===== src/rtl/fifo_read_ctrl.sv =====
// Read side of the FIFO: Gray pointer compare for empty/level, memory read issue,
// and a two-entry output buffer (head + skid) that absorbs the one-cycle read latency.
module fifo_read_ctrl #(
  parameter int WORD    = 8,
  parameter int LEN_POW = 3
) (
  input  logic               clk,
  input  logic               rst,
  input  logic [LEN_POW:0]   wptr_gray_sync,
  output logic [LEN_POW:0]   rptr_gray,
  output logic               ena,
  output logic [LEN_POW-1:0] r_addr,
  input  logic [WORD-1:0]    r_word,
  output logic [WORD-1:0]    dout,
  output logic               dout_valid,
  input  logic               dout_ready,
  output logic               empty,
  output logic [LEN_POW:0]   level
);

  logic [LEN_POW:0] rbin_q, rbin_d;
  logic [LEN_POW:0] rgray_q, rgray_d;
  logic [LEN_POW:0] wbin;
  logic             inFlight_q, inFlight_d;
  logic             headValid_q, headValid_d;
  logic             skidValid_q, skidValid_d;
  logic [WORD-1:0]  head_q, head_d;
  logic [WORD-1:0]  skid_q, skid_d;
  logic             pop;
  logic             issue;
  logic [2:0]       demand;

  always_comb begin
    wbin = '0;
    for (int i = 0; i <= LEN_POW; i++) begin
      wbin[i] = ^(wptr_gray_sync >> i);
    end
  end

  assign empty      = (rgray_q == wptr_gray_sync);
  assign level      = wbin - rbin_q;
  assign pop        = headValid_q && dout_ready;
  // Words that would still be held or in flight after this edge, excluding a new issue.
  assign demand     = {2'b00, headValid_q} + {2'b00, skidValid_q} + {2'b00, inFlight_q}
                      - {2'b00, pop};
  assign issue      = !empty && (demand < 3'd2);
  assign ena        = issue && !rst;
  assign r_addr     = rbin_q[LEN_POW-1:0];
  assign rptr_gray  = rgray_q;
  assign dout       = head_q;
  assign dout_valid = headValid_q;

  always_comb begin
    rbin_d      = rbin_q;
    inFlight_d  = issue;
    headValid_d = headValid_q;
    head_d      = head_q;
    skidValid_d = skidValid_q;
    skid_d      = skid_q;
    if (issue) begin
      rbin_d = rbin_q + {{LEN_POW{1'b0}}, 1'b1};
    end
    if (pop) begin
      headValid_d = skidValid_q;
      head_d      = skidValid_q ? skid_q : head_q;
      skidValid_d = 1'b0;
    end
    // Arriving word goes behind whatever remains buffered after the pop.
    if (inFlight_q) begin
      if (!headValid_d) begin
        headValid_d = 1'b1;
        head_d      = r_word;
      end else begin
        skidValid_d = 1'b1;
        skid_d      = r_word;
      end
    end
    rgray_d = rbin_d ^ (rbin_d >> 1);
  end

  always_ff @(posedge clk) begin
    if (rst) begin
      rbin_q      <= '0;
      rgray_q     <= '0;
      inFlight_q  <= 1'b0;
      headValid_q <= 1'b0;
      skidValid_q <= 1'b0;
      head_q      <= '0;
      skid_q      <= '0;
    end else begin
      rbin_q      <= rbin_d;
      rgray_q     <= rgray_d;
      inFlight_q  <= inFlight_d;
      headValid_q <= headValid_d;
      skidValid_q <= skidValid_d;
      head_q      <= head_d;
      skid_q      <= skid_d;
    end
  end

endmodule

===== config.mk =====
export PLATFORM = sky130hd
export DESIGN_NAME = fifo_read_ctrl
export DESIGN_NICKNAME = d
export VERILOG_FILES = /design/src/rtl/fifo_read_ctrl.sv
export SDC_FILE = /design/constraint.sdc
export NUM_CORES = 1
export LEC_CHECK = 0
export ABC_AREA = 1
export CORE_AREA = 2 2 59 61
export DETAILED_ROUTE_END_ITERATION = 8
export DIE_AREA = 0 0 61 63
export PLACE_DENSITY = 0.76
export SYNTH_ARGS = -nofsm -noshare
export SYNTH_HDL_FRONTEND = slang
export SYNTH_SLANG_ARGS = --single-unit

===== constraint.sdc =====
create_clock -name clk -period 2.35 [get_ports clk]
set_input_delay 0.47 -clock clk [delete_from_list [all_inputs] [get_ports clk]]
set_output_delay 0.47 -clock clk [all_outputs]
set_load 0.005 [all_outputs]

==> flow_summary.yaml <==
synth:
  synth_compound_area_frac: 0.106
  synth_xor_area_frac: 0.0520
  synth_nets: 204
  synth_top_family_by_area: "simple AND/OR/NAND/NOR gates"
  yosys.area_share.adder: 0.0647
  syn-cell-area_um2: 1470
  synth_cells: 182
  yosys.area_share.simple: 0.283
  yosysSeqAreaShare: 0.354
  synth-seq-cells: 26
  yosys-mux-area-fraction: 0.0545
  yosysUniqueCellTypes: 26
  synth.avg_cell_area_um2: 8.07
  synth_warnings: 0
layout:
  final_layout_size_suffix_gt1_frac: 0.311
  final_util: 0.671
  final_cells: 287
  multi_input_area_um2: 905
  most-common-layout-cells: "32 x nand2_1, 26 x clkdlybuf4s50_1, 24 x dfxtp_1, 24 x buf_4, 19 x inv_1"
  fin_nets: 264
  regArea_um2: 523
  fill_cells: 281
  antenna_cells: 0
  area_growth_pct: 47.7
  final_common_cell: "nand2_1"
sta:
  relSlewSlack: 0.769
  fmax_mhz: 403
  finalHoldViolations: 0
  finalCriticalPeriod_ns: 2.48
  setup_viol: 2
  min_period_over_period: 1.06
  worst_slack_ns: -0.133
  slew_viol_final: 0
  fin_worst_skew_ns: 0.00361
  rsz0062_at_grt: "yes"
  tightest_slew_ns: 0.346
route:
  drt-total-wl_um: 3150
  vias: 1356
  ant_nets: 0
  drc: 0
  vias_per_cell: 4.72
  dr.first_iter.drc_count: 43
  wl_per_cell_um: 11.0
  first_pass_iters: 4
place:
  hpwlAfterDp_um: 2210
  dp.cells: 277
  place_congestion: 0.754
  place.port_buffers: 36
clock_tree:
  clock_sink_count: 26
  htreeDepth: 1
  cts-root-buf: "clkbuf_4"
  cts_made_buffers: 3
  cts.clk_slew.worst_paths_ns: 0.14
  clk_latency_ns: 0.33
  cts_tree: "built"
  cts_max_path_buffers: 2
global_route:
  grt_usage: 0.178
  antenna_found_initial: 0
  grt_pass1_vias: 1294
  grt_max_degree: 17
  grt.overflow.total: 0
  grt_pass1_wl_um: 5420
critical_path:
  cp-start-kind: "primary input"
  cp-end-kind: "output port"
  cp_max_fo: 2
  path_class: "in -> out"
  max_stage_delay_ns: 0.52
  crit_chain: "buf_8 -> xor2_4 -> xor2_2 -> xor2_1 -> inv_1 -> ha_4 -> fa_2 -> inv_2 -> buf_6"
  cp.arrival_ns: 2.01
  required_ns: 1.88
  slowest_stage: "fa_2"
job:
  cap_viol_max_count: 0
floorplan:
  ioPinCount: 37
  dieArea_um2: 3840
  fp.dieW_um: 61
  placeableCoreArea_um2: 3230
  die_h_um: 63
  rows: 21
  start_util: 0.455
min_path:
  hold_path_class: "reg -> reg"
status:
  violations: "setup timing"
  status: "complete, but fails checks"
power_and_ir_drop:
  ir_drop_v: 0.000535
  power_density_nw_per_um2: 1060
  power_leakage_nw: 1.02
-- state kept, by name, indices dropped and copies added (netlist names) --
| signal | count |
|---|---|
| skid_q | 8 |
| skidValid_q | 1 |
| dout | 8 |
| rptr_gray | 3 |
| dout_valid | 1 |
| rbin_q | 4 |
| inFlight_q | 1 |
-- where the power goes --
group          switching [mW]  internal [mW]  leakage, nW
clock                   0.137          0.173       0.0279
combinational           0.663          0.691        0.773
sequential             0.0733          0.555        0.215
-- cells by family after synthesis --
logic type / Yosys count
AOI/OAI and AO/OA: 28
xor gates and xnor gates: 7
adders and majority gates: 7
buffers and inverters: 30
DFF: 26
muxes: 8
and+or+nand+nor: 76
-- critical path: cells and delay by family --
kind	cells	cell delay (ns)
fa+ha+maj	2	0.69
buf+inv	4	0.32
xor+xnor	3	0.52
-- per-layer routing --
layer	part of all wire	routed length, µm	vias up	GRT usage
met4	0.0079	25	0	0.0408
met1	0.42	1320	620	0.229
met3	0.041	129	3	0.0228
li1	-	-	695	-
met2	0.53	1670	38	0.309
met5	0	0	-	0
-- synthesized netlist by cell type, drive strengths merged --
cell    count  share of area
nand2      48           0.18
dfxtp      26           0.35
inv        24          0.061
a21oi      19          0.070
nand3      14          0.055
nor2       14          0.046
o21ai       9          0.036
mux2i       8          0.055
ha          6          0.051
xor2        4          0.034
buf         3          0.014
xnor2       3          0.018
clkbuf      2         0.0051
clkinv      1         0.0060
fa          1          0.014
-- worst paths after layout --
path / start / to / slack [ns] / depth (start not counted)
worst max-delay path: wptr_gray_sync[3] / level[1] / -0.13 / 9
worst min-delay path: skid_q[0] / skid_q[0] / 0.47 / 2
worst max register to register: dout_valid / rptr_gray[0] / 0.34 / 17
worst min register to register: skid_q[0] / skid_q[0] / 0.47 / 2
-- stage by stage --
step	setup TNS (ns)	total power [mW]	setup WS, ns	hold WS, ns	instance area [µm²]
finish	-0.189	2.29	-0.133	0.475	2170
global route	-0.626	2.48	-0.240	0.489	2170
global placement	-4.68	1.89	-0.995	0.451	1990
CTS	-0.239	2.23	-0.140	0.474	2130
floorplan	0	1.36	0.0462	0.440	1470
detailed placement	-5.05	1.91	-1.02	0.455	1990
-- area by class of cell --
type	count	share of cell area
clock buffers	3	0.0104
well taps	46	0.0265
clock inverters	1	0.0138
repair buffers	60	0.245
multi-input cells	126	0.417
flip-flops and latches	26	0.241
inverters	25	0.0467
-- what timing repair did --
item | 4_1_cts | 5_1_grt
gates resized for setup | 48 | 8
buffers inserted | 4 | 2
hold buffers | 0 | 0
endpoints found under the hold margin | 0 | 0
endpoints found under the setup margin | 6 | 4
pin swaps | 17 | 8
No activity file was read; power rests on OpenSTA's default activity.
